File: config.mk
export PLATFORM = sky130hd
export DESIGN_NAME = instruction_fetch_unit
export DESIGN_NICKNAME = d
export VERILOG_FILES = /design/src/rtl/fetch_pkg.sv /design/src/rtl/fetch_buffer.sv /design/src/rtl/instruction_fetch_unit.sv
export SDC_FILE = /design/constraint.sdc
export NUM_CORES = 1
export LEC_CHECK = 0
export BUFFER_PORTS_ARGS = -buffer_cell sky130_fd_sc_hd__buf_4
export CAP_MARGIN = 20
export CORE_ASPECT_RATIO = 0.6
export CORE_MARGIN = 2
export CORE_UTILIZATION = 45
export CTS_BUF_LIST = sky130_fd_sc_hd__clkbuf_2 sky130_fd_sc_hd__clkbuf_4 sky130_fd_sc_hd__clkbuf_8
export DETAILED_ROUTE_END_ITERATION = 6
export PLACE_DENSITY = 0.73
export SETUP_SLACK_MARGIN = 0.3
export SLEW_MARGIN = 20
export SYNTH_ARGS = -nofsm -noshare
export SYNTH_HDL_FRONTEND = slang
export SYNTH_HIERARCHICAL = 1
export SYNTH_SLANG_ARGS = --single-unit
File: constraint.sdc
create_clock -name clk -period 8.3 [get_ports clk]
set_input_delay 2.075 -clock clk [delete_from_list [all_inputs] [get_ports clk]]
set_output_delay 2.075 -clock clk [all_outputs]
set_load 0.01 [all_outputs]
File: src/rtl/fetch_pkg.sv
// Shared types and constants for the instruction fetch unit.
package fetch_pkg;

    typedef enum logic [1:0] {IDLE, FETCH, HALT} fetch_state_t;

    typedef struct packed {
        logic [31:0] pc;
        logic [31:0] instr;
    } fetch_entry_t;

    localparam logic [31:0] EBREAK_WORD = 32'h0010_0073;
    localparam logic [31:0] INSTR_BYTES = 32'd4;

endpackage

File: src/rtl/fetch_buffer.sv
// Circular FIFO of {pc, instr} fetch entries with push/pop/flush.
module fetch_buffer
    import fetch_pkg::*;
#(
    parameter int unsigned DEPTH = 2
) (
    input  logic                     clk,
    input  logic                     rst,
    input  logic                     push,
    input  logic                     pop,
    input  logic                     flush,
    input  fetch_entry_t             wdata,
    output fetch_entry_t             rdata,
    output logic [$clog2(DEPTH):0]   count,
    output logic                     full,
    output logic                     empty
);

    localparam int unsigned AW = $clog2(DEPTH);
    localparam int unsigned CW = AW + 1;

    fetch_entry_t      mem_q [DEPTH];
    logic [AW-1:0]     head_q, tail_q;
    logic [CW-1:0]     count_q;
    logic              do_push, do_pop;

    assign full    = (count_q == CW'(DEPTH));
    assign empty   = (count_q == '0);
    assign do_push = push && !flush && (!full || pop);
    assign do_pop  = pop && !flush && !empty;
    assign rdata   = mem_q[head_q];
    assign count   = count_q;

    always_ff @(posedge clk or posedge rst) begin
        if (rst) begin
            head_q  <= '0;
            tail_q  <= '0;
            count_q <= '0;
        end else if (flush) begin
            head_q  <= '0;
            tail_q  <= '0;
            count_q <= '0;
        end else begin
            if (do_push) tail_q <= tail_q + 1'b1;
            if (do_pop)  head_q <= head_q + 1'b1;
            if (do_push && !do_pop)      count_q <= count_q + 1'b1;
            else if (do_pop && !do_push) count_q <= count_q - 1'b1;
        end
    end

    // Storage needs no reset: entries are only observable once counted.
    always_ff @(posedge clk) begin
        if (do_push) mem_q[tail_q] <= wdata;
    end

endmodule

File: src/rtl/instruction_fetch_unit.sv
// Program counter, fetch FSM and fetch buffer feeding decode via valid/ready.
module instruction_fetch_unit #(
    parameter logic [31:0] RESET_PC    = 32'h0000_0000,
    parameter int unsigned BUF_DEPTH   = 2,
    parameter logic [31:0] EBREAK_WORD = fetch_pkg::EBREAK_WORD
) (
    input  logic        clk,
    input  logic        rst,
    input  logic        fetch_enable,
    output logic [31:0] imem_addr,
    input  logic [31:0] imem_instr,
    input  logic        redirect_valid,
    input  logic [31:0] redirect_pc,
    output logic        if_valid,
    input  logic        if_ready,
    output logic [31:0] if_instr,
    output logic [31:0] if_pc,
    output logic        halted,
    output logic        misalign_fault
);

    import fetch_pkg::*;

    localparam int unsigned CW = $clog2(BUF_DEPTH) + 1;

    fetch_state_t  state_q, state_d;
    logic [31:0]   pc_q, pc_d;
    logic          fault_q, fault_d;
    logic          push, pop;
    logic          buf_full, buf_empty;
    logic [CW-1:0] buf_count;
    fetch_entry_t  head;

    fetch_buffer #(
        .DEPTH(BUF_DEPTH)
    ) u_buf (
        .clk   (clk),
        .rst   (rst),
        .push  (push),
        .pop   (pop),
        .flush (redirect_valid),
        .wdata ('{pc: pc_q, instr: imem_instr}),
        .rdata (head),
        .count (buf_count),
        .full  (buf_full),
        .empty (buf_empty)
    );

    assign imem_addr      = pc_q;
    assign if_valid       = !buf_empty;
    assign if_pc          = head.pc;
    assign if_instr       = head.instr;
    assign halted         = (state_q == HALT);
    assign misalign_fault = fault_q;

    always_comb begin
        pop     = if_valid && if_ready;
        push    = (state_q == FETCH) && fetch_enable && !redirect_valid &&
                  ((buf_count < CW'(BUF_DEPTH)) || pop);
        pc_d    = pc_q;
        state_d = state_q;
        fault_d = fault_q;
        if (redirect_valid) begin
            pc_d    = {redirect_pc[31:2], 2'b00};
            fault_d = |redirect_pc[1:0];
            state_d = fetch_enable ? FETCH : IDLE;
        end else begin
            if (push) pc_d = pc_q + INSTR_BYTES;
            case (state_q)
                IDLE:    if (fetch_enable) state_d = FETCH;
                FETCH: begin
                    if (!fetch_enable)                          state_d = IDLE;
                    else if (push && imem_instr == EBREAK_WORD) state_d = HALT;
                end
                HALT:    state_d = HALT;
                default: state_d = IDLE;
            endcase
        end
    end

    always_ff @(posedge clk or posedge rst) begin
        if (rst) begin
            state_q <= IDLE;
            pc_q    <= RESET_PC;
            fault_q <= 1'b0;
        end else begin
            state_q <= state_d;
            pc_q    <= pc_d;
            fault_q <= fault_d;
        end
    end

    a_full_count: assert property (@(posedge clk) disable iff (rst)
        buf_full |-> (buf_count == CW'(BUF_DEPTH)));

endmodule

==> results of run 1 <==
state kept, by name, indices dropped and copies added, names as in the netlist:
name            cells
u_buf/mem_q       128
state_q             2
imem_addr          30
u_buf/head_q        1
u_buf/count         2
misalign_fault      1
u_buf/tail_q        1
placed cells by master (no fill, tap or decap), drive strengths merged, types with 2 or more instances in the layout:
cell type	n
a211oi	3
a21boi	3
a21oi	8
a41oi	2
and2	2
and3	6
and4	2
and4b	2
buf	168
bufinv	2
clkbuf	18
clkinv	2
clkinvlp	4
conb	6
dfrtp	37
edfxtp	128
inv	19
mux2	66
mux2i	4
nand2	37
nand2b	2
nand3	12
nand3b	6
nand4	19
nand4b	2
nor2	14
nor2b	4
nor3	6
nor4	8
o211ai	4
o21ai	21
o311ai	6
or3b	2
xnor2	6
xor2	11
worst max-delay path, delay by kind of cell:
family	cells	cell delay, ns
AND/OR/NAND/NOR	2	1.51
buffers and inverters	2	0.63
AO/OA/AOI/OAI	1	0.21
worst max-delay path by stage:
stage                              end  slack (ns)            from
floorplan            u_buf/mem_q[0][0]        2.09  redirect_valid
global placement    u_buf/mem_q[1][27]        3.51  redirect_valid
detailed placement  u_buf/mem_q[1][28]        3.39  redirect_valid
CTS                 u_buf/mem_q[1][52]        3.87  redirect_valid
global route        u_buf/mem_q[1][52]        3.73  redirect_valid
finish              u_buf/mem_q[1][52]        3.85  redirect_valid
report_power, final:
part           total, W  internal [W]  switching [W]
clock          0.000589      0.000279       0.000309
sequential     0.000957      0.000919      0.0000376
combinational  0.000145     0.0000743      0.0000704
total           0.00169       0.00127       0.000417
metrics by stage:
stage | total power, W | cell area (sq um) | instances | worst slack [ns]
after global placement | 0.001112 | 8438 | 822 | 3.507
after detailed placement | 0.001119 | 8438 | 822 | 3.392
final | 0.001690 | 8845 | 854 | 3.845
after CTS | 0.001703 | 8845 | 854 | 3.867
after floorplan | 0.001028 | 7007 | 470 | 2.088
after global routing | 0.001751 | 8845 | 854 | 3.729
layout make-up:
| cell class | count | area (sq um) | area share |
|---|---|---|---|
| multi-input cells | 273 | 2101 | 0.2375 |
| flip-flops and latches | 165 | 4773 | 0.5397 |
| well taps | 203 | 254.0 | 0.02872 |
| clock buffers | 18 | 241.5 | 0.02730 |
| clock inverters | 14 | 165.2 | 0.01867 |
| repair buffers | 168 | 1261 | 0.1426 |
| inverters | 13 | 48.80 | 0.005517 |
metal layers:
| metal | vias up | track usage | routed length [um] |
|---|---|---|---|
| li1 | 2111 | - | - |
| met1 | 2290 | 0.2847 | 7397 |
| met2 | 171 | 0.2942 | 7520 |
| met3 | 20 | 0.04155 | 998 |
| met4 | 0 | 0.06488 | 185 |
| met5 | - | 0 | 0 |
==> results.cfg, run 1 <==
[final_layout]
num-fill-cells = 1216
antenna_cells = 0
fin_nets = 708
area_growth_pct = 26.66
final_layout_size_suffix_gt1_frac = 0.4378
fin_util = 0.5804

[floorplan]
die_area_sq_mm = 0.01656
io_pins = 168
num_rows = 35
core-area_sq_mm = 0.01524
die_h_um = 100.5
initial_utilization = 0.4582
fp.dieW_um = 164.8

[worst_setup_path]
crit_path_start_kind = input pin
reg2reg_setup_slack_ns = 5.04
crit_path_top_delay_cell = and4b_4
r2r_start = u_buf/count[1]
cpPeakStageDelay_ns = 1.02
end_kind = register
path_cells = buf_4 -> or3b_4 -> a211oi_4 -> buf_4 -> and4b_4
timing.critical_path.mode_cell = buf_4
critPathKind = input pin to register
worstPathMaxFanout = 66
cp_data_arrival_time_ns = 4.50
cp.required_ns = 8.35
r2r_cells = 5
reg2reg_to = u_buf/mem_q[1][52]

[global_route]
track_usage = 0.1952
gr-total-overflow = 0
grt_pass1_wl_mm = 24.09
antenna_found_initial = 0
grt_pass1_vias = 4499
grt_start_max_net_pins = 67

[timing]
rsz0062_at_grt = no
skew_ns = 0.01488
whs_ns = 0.5505
period_minus_slack_ns = 4.455
fmax_mhz = 224.5
timing.final.crit_share = 0.5367
relSlewSlack = 0.2798
worst_pin_slew_ns = 1.080
setup_viol = 0
tns_ns = 0
hold_viol = 0
maxSlewViolCount = 0

[clocking]
cts_made_buffers = 17
cts_resized = 0
cts_buffer_depth = 2
clockRootBuffer = clkbuf_8
clock-sinks = 165
post-cts-setup-buffer-count = 0
clk_latency_ns = 0.44
clkSlewWorstSetupHoldPaths_ns = 0.09
cts_hold_buf = 0
cts_tree = built
htreeDepth = 4

[detailed_routing]
drcViolationCount = 0
drtPass1Iterations = 5
vias = 4592
drt-initial-drc-count = 320
vias_per_cell = 5.377
wl_per_cell_um = 18.85
wirelength_mm = 16.10
ant_nets = 0

[synth]
ys_warn_count = 6
avgSynthCellArea_sq_um = 15.02
syn_inst = 465
syn_area_sq_mm = 0.006983

[min_path]
min_path_cells = 0
worstHoldStart = imem_addr[29]
holdCritPathClass = register to register
hold_end = u_buf/mem_q[0][61]

[outcome]
outcome = complete, no violations

[pwr]
power_density_mw_per_mm2 = 191.1
p_leak_nw = 3.306
ir_drop_v = 0.0001105

[placed_design]
port_buffers = 165
gp_congestion = 0.7768
place_hpwl_mm = 10.69

[flow_run]
cap_violations = 0
Note: power is estimated with default switching activity, not from simulation.
==> run 2, diff against run 1 <==
- clock period: 8.3 -> 4.3 ns (I/O delays scaled with it)
==> run 2 against run 1 <==
Die area did not move. Via count down 0.50%. Power up 88%. Largest cell class unchanged. Clock-buffer cell count did not move.
==> results.cfg, run 2 (synthesized netlist as in run 1, its figures left out) <==
[global_route]
track_usage = 0.1975
antenna_found_initial = 0
grt_pass1_wl_mm = 24.30
gr-total-overflow = 0
grt_pass1_vias = 4487
grt_start_max_net_pins = 66

[worst_setup_path]
r2r_cells = 5
cp_data_arrival_time_ns = 2.12
end_kind = output pin
cpPeakStageDelay_ns = 0.99
cp.required_ns = 3.22
worstPathMaxFanout = 65
critPathKind = register to output pin
crit_path_start_kind = register
crit_path_top_delay_cell = dfrtp_4
path_cells = mux2_2 -> buf_4

[timing]
hold_viol = 0
setup_viol = 0
maxSlewViolCount = 0
whs_ns = 0.5180
period_minus_slack_ns = 3.190
tns_ns = 0
rsz0062_at_grt = no
skew_ns = 0.01380
worst_slack_ns = 1.110
worst_pin_slew_ns = 0.9258
fmax_mhz = 313.5
relSlewSlack = 0.3828
timing.final.crit_share = 0.7419

[floorplan]
core-area_sq_mm = 0.01524
initial_utilization = 0.4582
fp.dieW_um = 164.8
io_pins = 168
die_h_um = 100.5
num_rows = 35
die_area_sq_mm = 0.01656

[final_layout]
area_growth_pct = 26.72
layout_commonest_cell = buf_4
fin_nets = 711
antenna_cells = 0
largest_reg_flops = 128
layout_common_cells = buf_4, edfxtp_1, mux2_2
top_register = u_buf/mem_q
finalInstanceArea_sq_mm = 0.008848
final_layout_size_suffix_gt1_frac = 0.4404
instances_no_fill = 857

[detailed_routing]
drt-initial-drc-count = 329
ant_nets = 0
vias_per_cell = 5.331
wirelength_mm = 16.12
drtPass1Iterations = 5
wl_per_cell_um = 18.81
vias = 4569
drcViolationCount = 0

[outcome]
outcome = complete, no violations

[clocking]
cts_hold_buf = 0
cts_made_buffers = 17
clockRootBuffer = clkbuf_8
cts_tree = built
cts_resized = 0
clock-sinks = 165
htreeDepth = 4
post-cts-setup-buffer-count = 0
clk_latency_ns = 0.45
clkSlewWorstSetupHoldPaths_ns = 0.09
cts_buffer_depth = 2

[pwr]
p_leak_nw = 3.314
seqPwrFrac = 0.581
p_switching_w = 0.0007898
internal-power_w = 0.002387
swShare = 0.2486
p_comb_frac = 0.088
p_clk_frac = 0.330
power_density_mw_per_mm2 = 359.1
ir_drop_v = 0.0001573

[placed_design]
place_ws_ns = 0.9715
placed_area_sq_mm = 0.008481
gp_congestion = 0.7871
port_buffers = 165
place_hpwl_mm = 11.10
placedCellCount = 825

[min_path]
holdCritPathClass = input pin to asynchronous set/reset pin

[flow_run]
cap_violations = 0
[run 2: cell count changes in the layout (fill, tap and decap cells not counted)]
cell and delta:
clkinv_2 +3, buf_4 +2, buf_12 +1, bufinv_16 -1
clkinv_1 +1, clkinvlp_4 -1, inv_6 -1, inv_8 -1
nand2_1 -1, nand2_4 +1
[run 2: per-stage QoR]
| step | total power, W | utilization |
|---|---|---|
| after floorplan | 0.001986 | - |
| after global placement | 0.002152 | 0.5565 |
| after detailed placement | 0.002163 | 0.5565 |
| after CTS | 0.003196 | 0.5806 |
| after global routing | 0.003292 | 0.5806 |
| final | 0.003177 | 0.5806 |
[run 2: final timing paths]
kind                       slack [ns]           start            endpoint
setup / recovery                 1.11    u_buf/head_q           if_pc[21]
hold / removal                   0.52             rst        u_buf/head_q
setup reg to reg                 1.40  u_buf/count[1]  u_buf/mem_q[1][60]
hold reg to reg                  0.54   imem_addr[28]  u_buf/mem_q[1][60]
max in group asynchronous        3.22             rst       imem_addr[17]
min in group clk                 0.54   imem_addr[28]  u_buf/mem_q[1][60]
[run 2: critical path, delay by kind of cell (launching register included)]
family / cells / cell delay, ns
multiplexers: 1 / 0.44
flip-flops: 1 / 0.99
buffers and inverters: 1 / 0.15
[run 2: routing by layer]
metal,part of all wire,routed length [um],vias up,global-route usage
li1,-,-,2129,-
met1,0.48,7666,2251,0.2967
met2,0.45,7178,168,0.2839
met3,0.065,1041,21,0.04072
met4,0.015,235,0,0.07625
met5,0,0,-,0
[run 2: area by class of cell]
class / instances / area (sq um)
Tap cell: 203 / 254.0
Timing Repair Buffer: 171 / 1296
Inverter: 13 / 48.80
Multi-Input combinational cell: 273 / 2108
Clock inverter: 14 / 126.4
Fill cell: 1243 / 6391
Sequential cell: 165 / 4773
Clock buffer: 18 / 241.5
[run 2: power by group through the flow]
stage / clock network [W] / logic, W / registers (W)
floorplan: 0 / 0.000118 / 0.00187
global placement: 0 / 0.000275 / 0.00188
detailed placement: 0 / 0.000282 / 0.00188
CTS: 0.00107 / 0.000283 / 0.00185
global route: 0.00113 / 0.000304 / 0.00186
finish: 0.00105 / 0.000280 / 0.00185
==> run 3, diff against run 2 <==
- ABC_AREA: unset -> 1
- PLACE_DENSITY: 0.73 -> 0.72
- clock period: 4.3 -> 2.95 ns (I/O delays scaled with it)
==> run 3 against run 2 <==
Final cell count rose by 37%. Largest power group unchanged. Cell area rose by 5.1%. Critical endpoint is now if_pc[31]. Synthesized cell count rose by 67%. Critical path type unchanged. Largest cell class unchanged. Register-to-register slack got worse by 0.70 ns. Area after synthesis rose by 5.5%. Worst hold slack got worse by 0.30 ns.
==> results.cfg, run 3 <==
[detailed_routing]
wl_per_cell_um = 15.99
vias_per_cell = 4.984
drt-initial-drc-count = 527
wirelength_mm = 18.74
ant_nets = 0
vias = 5841
drcViolationCount = 0
drtPass1Iterations = 5

[timing]
relSlewSlack = 0.6341
timing.final.crit_share = 0.8427
rsz0062_at_grt = no
setup_viol = 0
fmax_mhz = 402.2
skew_ns = 0.01572
worst_pin_slew_ns = 0.5481
tns_ns = 0
maxSlewViolCount = 0
period_minus_slack_ns = 2.486
hold_viol = 0

[pwr]
internal-power_w = 0.003980
swShare = 0.3306
seqPwrFrac = 0.479
p_comb_frac = 0.249
p_clk_frac = 0.273
ir_drop_v = 0.0003307
p_leak_nw = 4.089
power_density_mw_per_mm2 = 639.4
p_switching_w = 0.001966

[floorplan]
io_pins = 168
die_h_um = 103.1
die_area_sq_mm = 0.01744
num_rows = 36
fp.dieW_um = 169.2
core-area_sq_mm = 0.01613
initial_utilization = 0.4568

[worst_setup_path]
crit_end = if_pc[31]
cp.required_ns = 2.21
cp_data_arrival_time_ns = 1.75
critPathLaunch = u_buf/head_q
worstPathMaxFanout = 64
timing.critical_path.mode_cell = nand2_1
r2r_start = u_buf/count[1]
path_cells = buf_6 -> nand2_1 -> nand2_1 -> buf_4
end_kind = output pin
crit_path_top_delay_cell = buf_6
critPathKind = register to output pin
cpPeakStageDelay_ns = 0.43
r2r_cells = 11
reg2reg_setup_slack_ns = 0.70
reg2reg_to = u_buf/mem_q[1][34]
crit_path_start_kind = register

[synth]
syn_inst = 777
syn_area_sq_mm = 0.007366
ys_warn_count = 6
avgSynthCellArea_sq_um = 9.480

[clocking]
clkSlewWorstSetupHoldPaths_ns = 0.09
htreeDepth = 4
cts_buffer_depth = 2
clock-sinks = 165
cts_resized = 0
cts_hold_buf = 0
cts_tree = built
cts_made_buffers = 17
clockRootBuffer = clkbuf_8
clk_latency_ns = 0.44
post-cts-setup-buffer-count = 0

[global_route]
track_usage = 0.2182
gr-usage-met2 = 0.3052
grt_start_max_net_pins = 65
grtUsageMet1 = 0.3486
gr-max-usage-layer = met1
grt_util_met3 = 0.04722
grt_pass1_wl_mm = 28.73
grt_pass1_vias = 5246
antenna_found_initial = 0
gr-total-overflow = 0

[min_path]
holdCritPathClass = input pin to asynchronous set/reset pin

[final_layout]
top_register = u_buf/mem_q
finalInstanceArea_sq_mm = 0.009299
num-fill-cells = 1423
area_growth_pct = 26.24
final_layout_size_suffix_gt1_frac = 0.2378
fin_nets = 1020
fin_util = 0.5767
largest_reg_flops = 128
layout_common_cells = nand2_1, buf_4, edfxtp_1
layout_commonest_cell = nand2_1
antenna_cells = 0

[placed_design]
port_buffers = 165
place_hpwl_mm = 13.31
gp_congestion = 0.8941
placed_area_sq_mm = 0.008900

[outcome]
outcome = complete, no violations

[flow_run]
cap_violations = 0
[run 3: final cells by class]
| type | count | area, sq um | area share |
|---|---|---|---|
| inverters | 53 | 201.4 | 0.02166 |
| clock inverters | 15 | 158.9 | 0.01709 |
| repair buffers | 174 | 1360 | 0.1463 |
| clock buffers | 17 | 234.0 | 0.02516 |
| multi-input cells | 539 | 2312 | 0.2487 |
| well taps | 209 | 261.5 | 0.02812 |
| flip-flops and latches | 165 | 4771 | 0.5131 |
[run 3: metal layers]
layer / vias up / wire (um)
met3: 9 / 1553
met5: - / 0
met4: 0 / 127
met1: 2736 / 9261
li1: 2851 / -
met2: 245 / 7798
[run 3: worst max-delay path, delay by kind of cell (launching register included)]
family                 cells  cell delay [ns]
buffers and inverters      2             0.59
flip-flops                 1             0.40
AND/OR/NAND/NOR            2             0.29
[run 3: how the worst min path moves through the flow]
stage / from / end / slack (ns) / cells after the start
after floorplan: rst / u_buf/count[0] / 0.50 / 1
after global placement: misalign_fault / misalign_fault / 0.48 / 2
after detailed placement: misalign_fault / misalign_fault / 0.47 / 2
after CTS: rst / u_buf/count[1] / 0.19 / 2
after global routing: rst / u_buf/count[0] / 0.18 / 2
final: rst / u_buf/count[1] / 0.22 / 2
[run 3: per-stage QoR]
stage          setup slack [ns]  std cells  power [W]  hold WS [ns]
2_1_floorplan           0.04982        782   0.003600        0.5036
3_3_place_gp             0.4913       1140   0.004345        0.4753
3_5_place_dp             0.4378       1140   0.004378        0.4748
4_1_cts                  0.3324       1172   0.005981        0.1945
5_1_grt                  0.3797       1172   0.006253        0.1846
6_report                 0.4639       1172   0.005945        0.2160
[run 3: power by group through the flow]
| stage | Sequential [W] | Clock [W] | Combinational [W] |
|---|---|---|---|
| 6_report | 0.00285 | 0.00162 | 0.00148 |
| 5_1_grt | 0.00287 | 0.00175 | 0.00164 |
| 4_1_cts | 0.00284 | 0.00165 | 0.00149 |
| 3_5_place_dp | 0.00289 | 0 | 0.00149 |
| 3_3_place_gp | 0.00289 | 0 | 0.00146 |
| 2_1_floorplan | 0.00284 | 0 | 0.000757 |
